--- config.mk ---
export PLATFORM = sky130hd
export DESIGN_NAME = k423_div_ctrl
export DESIGN_NICKNAME = d
export VERILOG_FILES = /design/src/rtl/k423_div_ctrl.sv
export SDC_FILE = /design/constraint.sdc
export NUM_CORES = 1
export LEC_CHECK = 0
export CORE_ASPECT_RATIO = 1.1
export CORE_MARGIN = 2
export CORE_UTILIZATION = 38
export DETAILED_ROUTE_END_ITERATION = 12
export SYNTH_ARGS = -nofsm -noshare
export SYNTH_HDL_FRONTEND = slang
export SYNTH_SLANG_ARGS = --single-unit
--- constraint.sdc ---
create_clock -name clk_i -period 6.12 [get_ports clk_i]
set_clock_uncertainty 0.1 [all_clocks]
set_input_delay 0.612 -clock clk_i [delete_from_list [all_inputs] [get_ports clk_i]]
set_output_delay 0.612 -clock clk_i [all_outputs]
set_load 0.1 [all_outputs]
--- src/rtl/k423_div_ctrl.sv ---
// Multi-cycle RV32M divide sequencer: radix-2 restoring divider with pipeline stall,
// branch-flush abort and a one-cycle result pulse aligned to stall release.
module k423_div_ctrl #(
    parameter int XLEN  = 32,
    parameter int CNT_W = $clog2(XLEN)
) (
    input  logic            clk_i,
    input  logic            rst_i,
    input  logic            ex_div_vld_i,
    input  logic [1:0]      ex_div_op_i,
    input  logic [XLEN-1:0] ex_div_src1_i,
    input  logic [XLEN-1:0] ex_div_src2_i,
    input  logic [4:0]      ex_div_rd_idx_i,
    input  logic            pcu_flush_br_i,
    output logic            div_stall_o,
    output logic            div_busy_o,
    output logic            div_done_o,
    output logic [XLEN-1:0] div_res_o,
    output logic [4:0]      div_rd_idx_o
);

    typedef enum logic [1:0] {
        S_IDLE = 2'd0,
        S_CALC = 2'd1,
        S_FIX  = 2'd2,
        S_DONE = 2'd3
    } state_t;

    localparam logic [XLEN-1:0] MIN_NEG = {1'b1, {(XLEN-1){1'b0}}};

    state_t          state_reg, state_next;
    logic [CNT_W-1:0] cnt_reg, cnt_next;
    logic [XLEN-1:0] rem_reg, rem_next;
    logic [XLEN-1:0] quo_reg, quo_next;
    logic [XLEN-1:0] dvs_reg, dvs_next;
    logic [XLEN-1:0] res_reg, res_next;
    logic [1:0]      op_reg, op_next;
    logic [4:0]      rd_reg, rd_next;
    logic [4:0]      rd_out_reg, rd_out_next;
    logic            sign1_reg, sign1_next;
    logic            sign2_reg, sign2_next;
    logic            done_reg, done_next;

    // Operand conditioning for the accept cycle
    logic            in_signed, in_rem, in_neg1, in_neg2;
    logic            in_div_zero, in_ovf, in_special, accept;
    logic [XLEN-1:0] in_abs1, in_abs2, in_special_res;

    assign in_signed   = ~ex_div_op_i[0];
    assign in_rem      = ex_div_op_i[1];
    assign in_neg1     = in_signed & ex_div_src1_i[XLEN-1];
    assign in_neg2     = in_signed & ex_div_src2_i[XLEN-1];
    assign in_abs1     = in_neg1 ? (~ex_div_src1_i + 1'b1) : ex_div_src1_i;
    assign in_abs2     = in_neg2 ? (~ex_div_src2_i + 1'b1) : ex_div_src2_i;
    assign in_div_zero = (ex_div_src2_i == '0);
    assign in_ovf      = in_signed && (ex_div_src1_i == MIN_NEG) && (ex_div_src2_i == '1);
    assign in_special  = in_div_zero | in_ovf;
    assign accept      = (state_reg == S_IDLE) & ex_div_vld_i & ~pcu_flush_br_i;

    always_comb begin
        in_special_res = '0;
        if (in_div_zero) begin
            in_special_res = in_rem ? ex_div_src1_i : '1;
        end else begin
            in_special_res = in_rem ? '0 : ex_div_src1_i;
        end
    end

    // One restoring step: the extra top bit of the trial difference is the borrow
    logic [XLEN:0]   step_shift, step_diff;
    logic            step_ok;
    logic [XLEN-1:0] fix_quo, fix_rem;

    assign step_shift = {rem_reg, quo_reg[XLEN-1]};
    assign step_diff  = step_shift - {1'b0, dvs_reg};
    assign step_ok    = ~step_diff[XLEN];
    assign fix_quo    = (sign1_reg ^ sign2_reg) ? (~quo_reg + 1'b1) : quo_reg;
    assign fix_rem    = sign1_reg ? (~rem_reg + 1'b1) : rem_reg;

    always_comb begin
        state_next  = state_reg;
        cnt_next    = cnt_reg;
        rem_next    = rem_reg;
        quo_next    = quo_reg;
        dvs_next    = dvs_reg;
        res_next    = res_reg;
        op_next     = op_reg;
        rd_next     = rd_reg;
        rd_out_next = rd_out_reg;
        sign1_next  = sign1_reg;
        sign2_next  = sign2_reg;
        done_next   = 1'b0;

        case (state_reg)
            S_IDLE: begin
                if (accept) begin
                    op_next    = ex_div_op_i;
                    rd_next    = ex_div_rd_idx_i;
                    sign1_next = in_neg1;
                    sign2_next = in_neg2;
                    rem_next   = '0;
                    quo_next   = in_abs1;
                    dvs_next   = in_abs2;
                    if (in_special) begin
                        res_next    = in_special_res;
                        rd_out_next = ex_div_rd_idx_i;
                        done_next   = 1'b1;
                        state_next  = S_DONE;
                    end else begin
                        cnt_next   = CNT_W'(XLEN - 1);
                        state_next = S_CALC;
                    end
                end
            end
            S_CALC: begin
                if (step_ok) begin
                    rem_next = step_diff[XLEN-1:0];
                    quo_next = {quo_reg[XLEN-2:0], 1'b1};
                end else begin
                    rem_next = step_shift[XLEN-1:0];
                    quo_next = {quo_reg[XLEN-2:0], 1'b0};
                end
                if (cnt_reg == '0) begin
                    state_next = S_FIX;
                end else begin
                    cnt_next = cnt_reg - 1'b1;
                end
            end
            S_FIX: begin
                res_next    = op_reg[1] ? fix_rem : fix_quo;
                rd_out_next = rd_reg;
                done_next   = 1'b1;
                state_next  = S_DONE;
            end
            S_DONE: begin
                state_next = S_IDLE;
            end
            default: begin
                state_next = S_IDLE;
            end
        endcase

        // Flush wins over everything, including a result about to be published
        if (pcu_flush_br_i) begin
            state_next  = S_IDLE;
            cnt_next    = '0;
            done_next   = 1'b0;
            res_next    = res_reg;
            rd_out_next = rd_out_reg;
        end
    end

    always_ff @(posedge clk_i or posedge rst_i) begin
        if (rst_i) begin
            state_reg  <= S_IDLE;
            cnt_reg    <= '0;
            rem_reg    <= '0;
            quo_reg    <= '0;
            dvs_reg    <= '0;
            res_reg    <= '0;
            op_reg     <= '0;
            rd_reg     <= '0;
            rd_out_reg <= '0;
            sign1_reg  <= 1'b0;
            sign2_reg  <= 1'b0;
            done_reg   <= 1'b0;
        end else begin
            state_reg  <= state_next;
            cnt_reg    <= cnt_next;
            rem_reg    <= rem_next;
            quo_reg    <= quo_next;
            dvs_reg    <= dvs_next;
            res_reg    <= res_next;
            op_reg     <= op_next;
            rd_reg     <= rd_next;
            rd_out_reg <= rd_out_next;
            sign1_reg  <= sign1_next;
            sign2_reg  <= sign2_next;
            done_reg   <= done_next;
        end
    end

    assign div_stall_o  = ~rst_i & ~pcu_flush_br_i &
                          (((state_reg == S_IDLE) & ex_div_vld_i) |
                           (state_reg == S_CALC) | (state_reg == S_FIX));
    assign div_busy_o   = (state_reg != S_IDLE);
    assign div_done_o   = done_reg & ~pcu_flush_br_i;
    assign div_res_o    = res_reg;
    assign div_rd_idx_o = rd_out_reg;

endmodule

==> results.py <==
metrics = {
    "routing": {
        "drt-pass1-iter-count": 6,
        "dr_total_vias": 10760,
        "drt_drc_violations_left": 0,
        "drt_iter0_markers": 1081,
        "wl_per_cell_um": 17.7,
        "vias_per_cell": 5.48,
        "wirelength_um": 34800,
        "ant_nets": 0,
    },
    "finish": {
        "drive_gt1_frac": 0.0542,
        "layout_commonest_cell": "o21ai_0",
        "area_growth_pct": 18.1,
        "final_cell_mix": "o21ai_0 (186), nand2_1 (185), dfrtp_1 (149)",
        "n_fill_cell": 3025,
        "fin_nets": 1655,
        "antenna_cells": 0,
    },
    "sta": {
        "fin_hold_ws_ns": 0.377,
        "rsz0062_at_grt": "false",
        "worst_pin_slew_ns": 1.11,
        "setup_violations": 0,
        "finalSetupTns_ns": 0,
        "drv_slew": 0,
        "min_period_over_period": 0.673,
        "fmax_mhz": 243,
        "min_period_ns": 4.12,
        "relSlewSlack": 0.260,
        "hold_violations": 0,
    },
    "global_routing": {
        "groute.usage.overall": 0.221,
        "grt_overflow": 0,
        "grt_pass1_vias": 10113,
        "grt_max_degree": 97,
        "antenna_found_initial": 0,
        "grt_pass1_wl_um": 55800,
    },
    "yosys": {
        "netlist_area_mm2": 0.0116,
        "synth-compound-area-share": 0.255,
        "synth_edf_count": 0,
        "synth_fa_ha_area_frac": 0.0471,
        "synthXorXnorAreaFrac": 0.108,
        "ys_ff_latch": 149,
        "syn_inst": 1472,
        "yosysSeqAreaShare": 0.322,
        "synth_top_flop_cell": "dfrtp_1",
        "synth-simple-area-share": 0.184,
        "ys_types": 71,
        "syn_area_per_cell_um2": 7.87,
        "synth_nets": 1590,
        "async_reset_ff_frac": 1.00,
        "synth_mux_area_frac": 0.0304,
        "yosysWarnings": 0,
        "synth_top_family_by_area": "compound AO/OA/AOI/OAI gates",
    },
    "clock_tree": {
        "cts_tree": "built",
        "cts-root-buf": "clkbuf_16",
        "cts_sinks": 149,
        "clock_tree.buffer_depth": 2,
        "clk_pin_slew_worst_paths_ns": 0.07,
        "post-cts-setup-buffer-count": 0,
        "cts_buffers": 17,
        "cts_max_level": 4,
        "clock_latency_ns": 0.43,
        "cts_resized": 0,
        "postCtsHoldBufs": 0,
    },
    "worst_setup_path": {
        "critPathCaptureType": "flip-flop",
        "arrival_ns": 4.33,
        "cp_max_fo": 64,
        "crit_type": "in2reg",
        "critPathRequiredTime_ns": 6.33,
        "start_kind": "input port",
    },
    "place": {
        "hpwl_um": 26300,
        "gp_congestion": 0.898,
        "port_buffers": 114,
    },
    "job": {
        "max_cap_viol_count": 0,
    },
    "power_and_ir_drop": {
        "powerDensity_mw_per_mm2": 483,
        "p_leak_nw": 5.84,
        "ir_worst_vdd_mv": 0.231,
        "power.total_mw": 6.61,
    },
    "die": {
        "ioPinCount": 115,
        "die_x_um": 171,
        "die_area_mm2": 0.0319,
        "num_rows": 67,
        "initial_core_util": 0.383,
        "coreArea_mm2": 0.0303,
        "die_h_um": 187,
    },
    "worst_hold_path": {
        "min_path_type": "reg2reg",
    },
    "outcome": {
        "status": "finished clean",
    },
}
[critical path, stage by stage]
cell,delay [ns]
clkdlybuf4s50_1,0.51
or4_1,0.63
nor4_1,0.55
nand4_1,0.29
o32ai_1,0.66
nand2_1,0.17
o21a_2,0.21
buf_4,0.33
mux2_2,0.34
[final timing paths]
kind | start | endpoint | slack (ns) | cells past startpoint
setup / recovery | ex_div_src1_i[26] | div_res_o[19] | 2.00 | 9
hold / removal | div_res_o[25] | div_res_o[25] | 0.38 | 1
setup reg to reg | rem_reg[24] | rem_reg[11] | 2.25 | 11
hold reg to reg | div_res_o[25] | div_res_o[25] | 0.38 | 1
max in group asynchronous | rst_i | dvs_reg[13] | 3.98 | 3
min in group asynchronous | rst_i | div_rd_idx_o[0] | 0.68 | 2
[cell usage after synthesis (all sizes together), types with 5 or more instances]
cell    count  share of area
or2         7         0.0038
o21a        6         0.0039
o21bai      6         0.0039
a211oi     28          0.022
or4        10         0.0065
inv        73          0.024
or3        12         0.0065
dfrtp     149           0.32
a21o       25          0.016
buf        18         0.0089
nand2b     17         0.0092
nand4      14         0.0076
nand2     185          0.060
a21oi     153          0.069
nor2b       8         0.0043
o41ai       6         0.0045
nor4       18          0.013
clkbuf     66          0.021
xnor2      73          0.055
mux2i      33          0.029
nand4b      5         0.0038
xor2       70          0.053
nor3       23         0.0099
o21ai     191          0.082
ha         42          0.045
a31oi      16         0.0086
o31ai      19          0.012
nand3      12         0.0052
o211ai     11         0.0071
nor2      113          0.037
[per-stage QoR]
step | instance area (µm²) | std cells | utilization | worst slack (ns)
4_1_cts | 13700 | 1964 | 0.452 | 2.10
5_1_grt | 13700 | 1964 | 0.452 | 1.73
3_5_place_dp | 13100 | 1932 | 0.431 | 1.67
3_3_place_gp | 13100 | 1932 | 0.431 | 1.71
2_1_floorplan | 11600 | 1472 | - | 1.40
6_report | 13700 | 1964 | 0.452 | 2.00
[report_power, final]
| part | switching, mW | total [mW] | internal, mW |
|---|---|---|---|
| logic | 2.62 | 3.80 | 1.18 |
| clock network | 0.451 | 1.13 | 0.683 |
| registers | 0.325 | 1.68 | 1.35 |
[layout make-up]
type	count	area, µm²	area share
sequential	149	3730	0.272
timing repair buffer	130	1260	0.0922
clock buffer	20	467	0.0341
multi-input combinational	1166	7270	0.531
tap	414	518	0.0378
inverter	73	279	0.0204
clock inverter	12	166	0.0122
[cells by family (layout without fill, tap and decap cells)]
family,Yosys count,after routing
and+or+nand+nor,449,449
muxes,35,35
xor gates and xnor gates,143,143
buffers and inverters,157,235
AOI/OAI and AO/OA,496,496
adders and majority gates,43,43
DFF,149,149
[layer usage]
metal  GRT usage  up-vias  part of all wire
li1            -     5348                 -
met1       0.322     5021              0.48
met2       0.343      345              0.45
met3      0.0290       46             0.053
met4      0.0648        0             0.023
met5           0        -                 0
No activity file was read; power rests on OpenSTA's default activity.
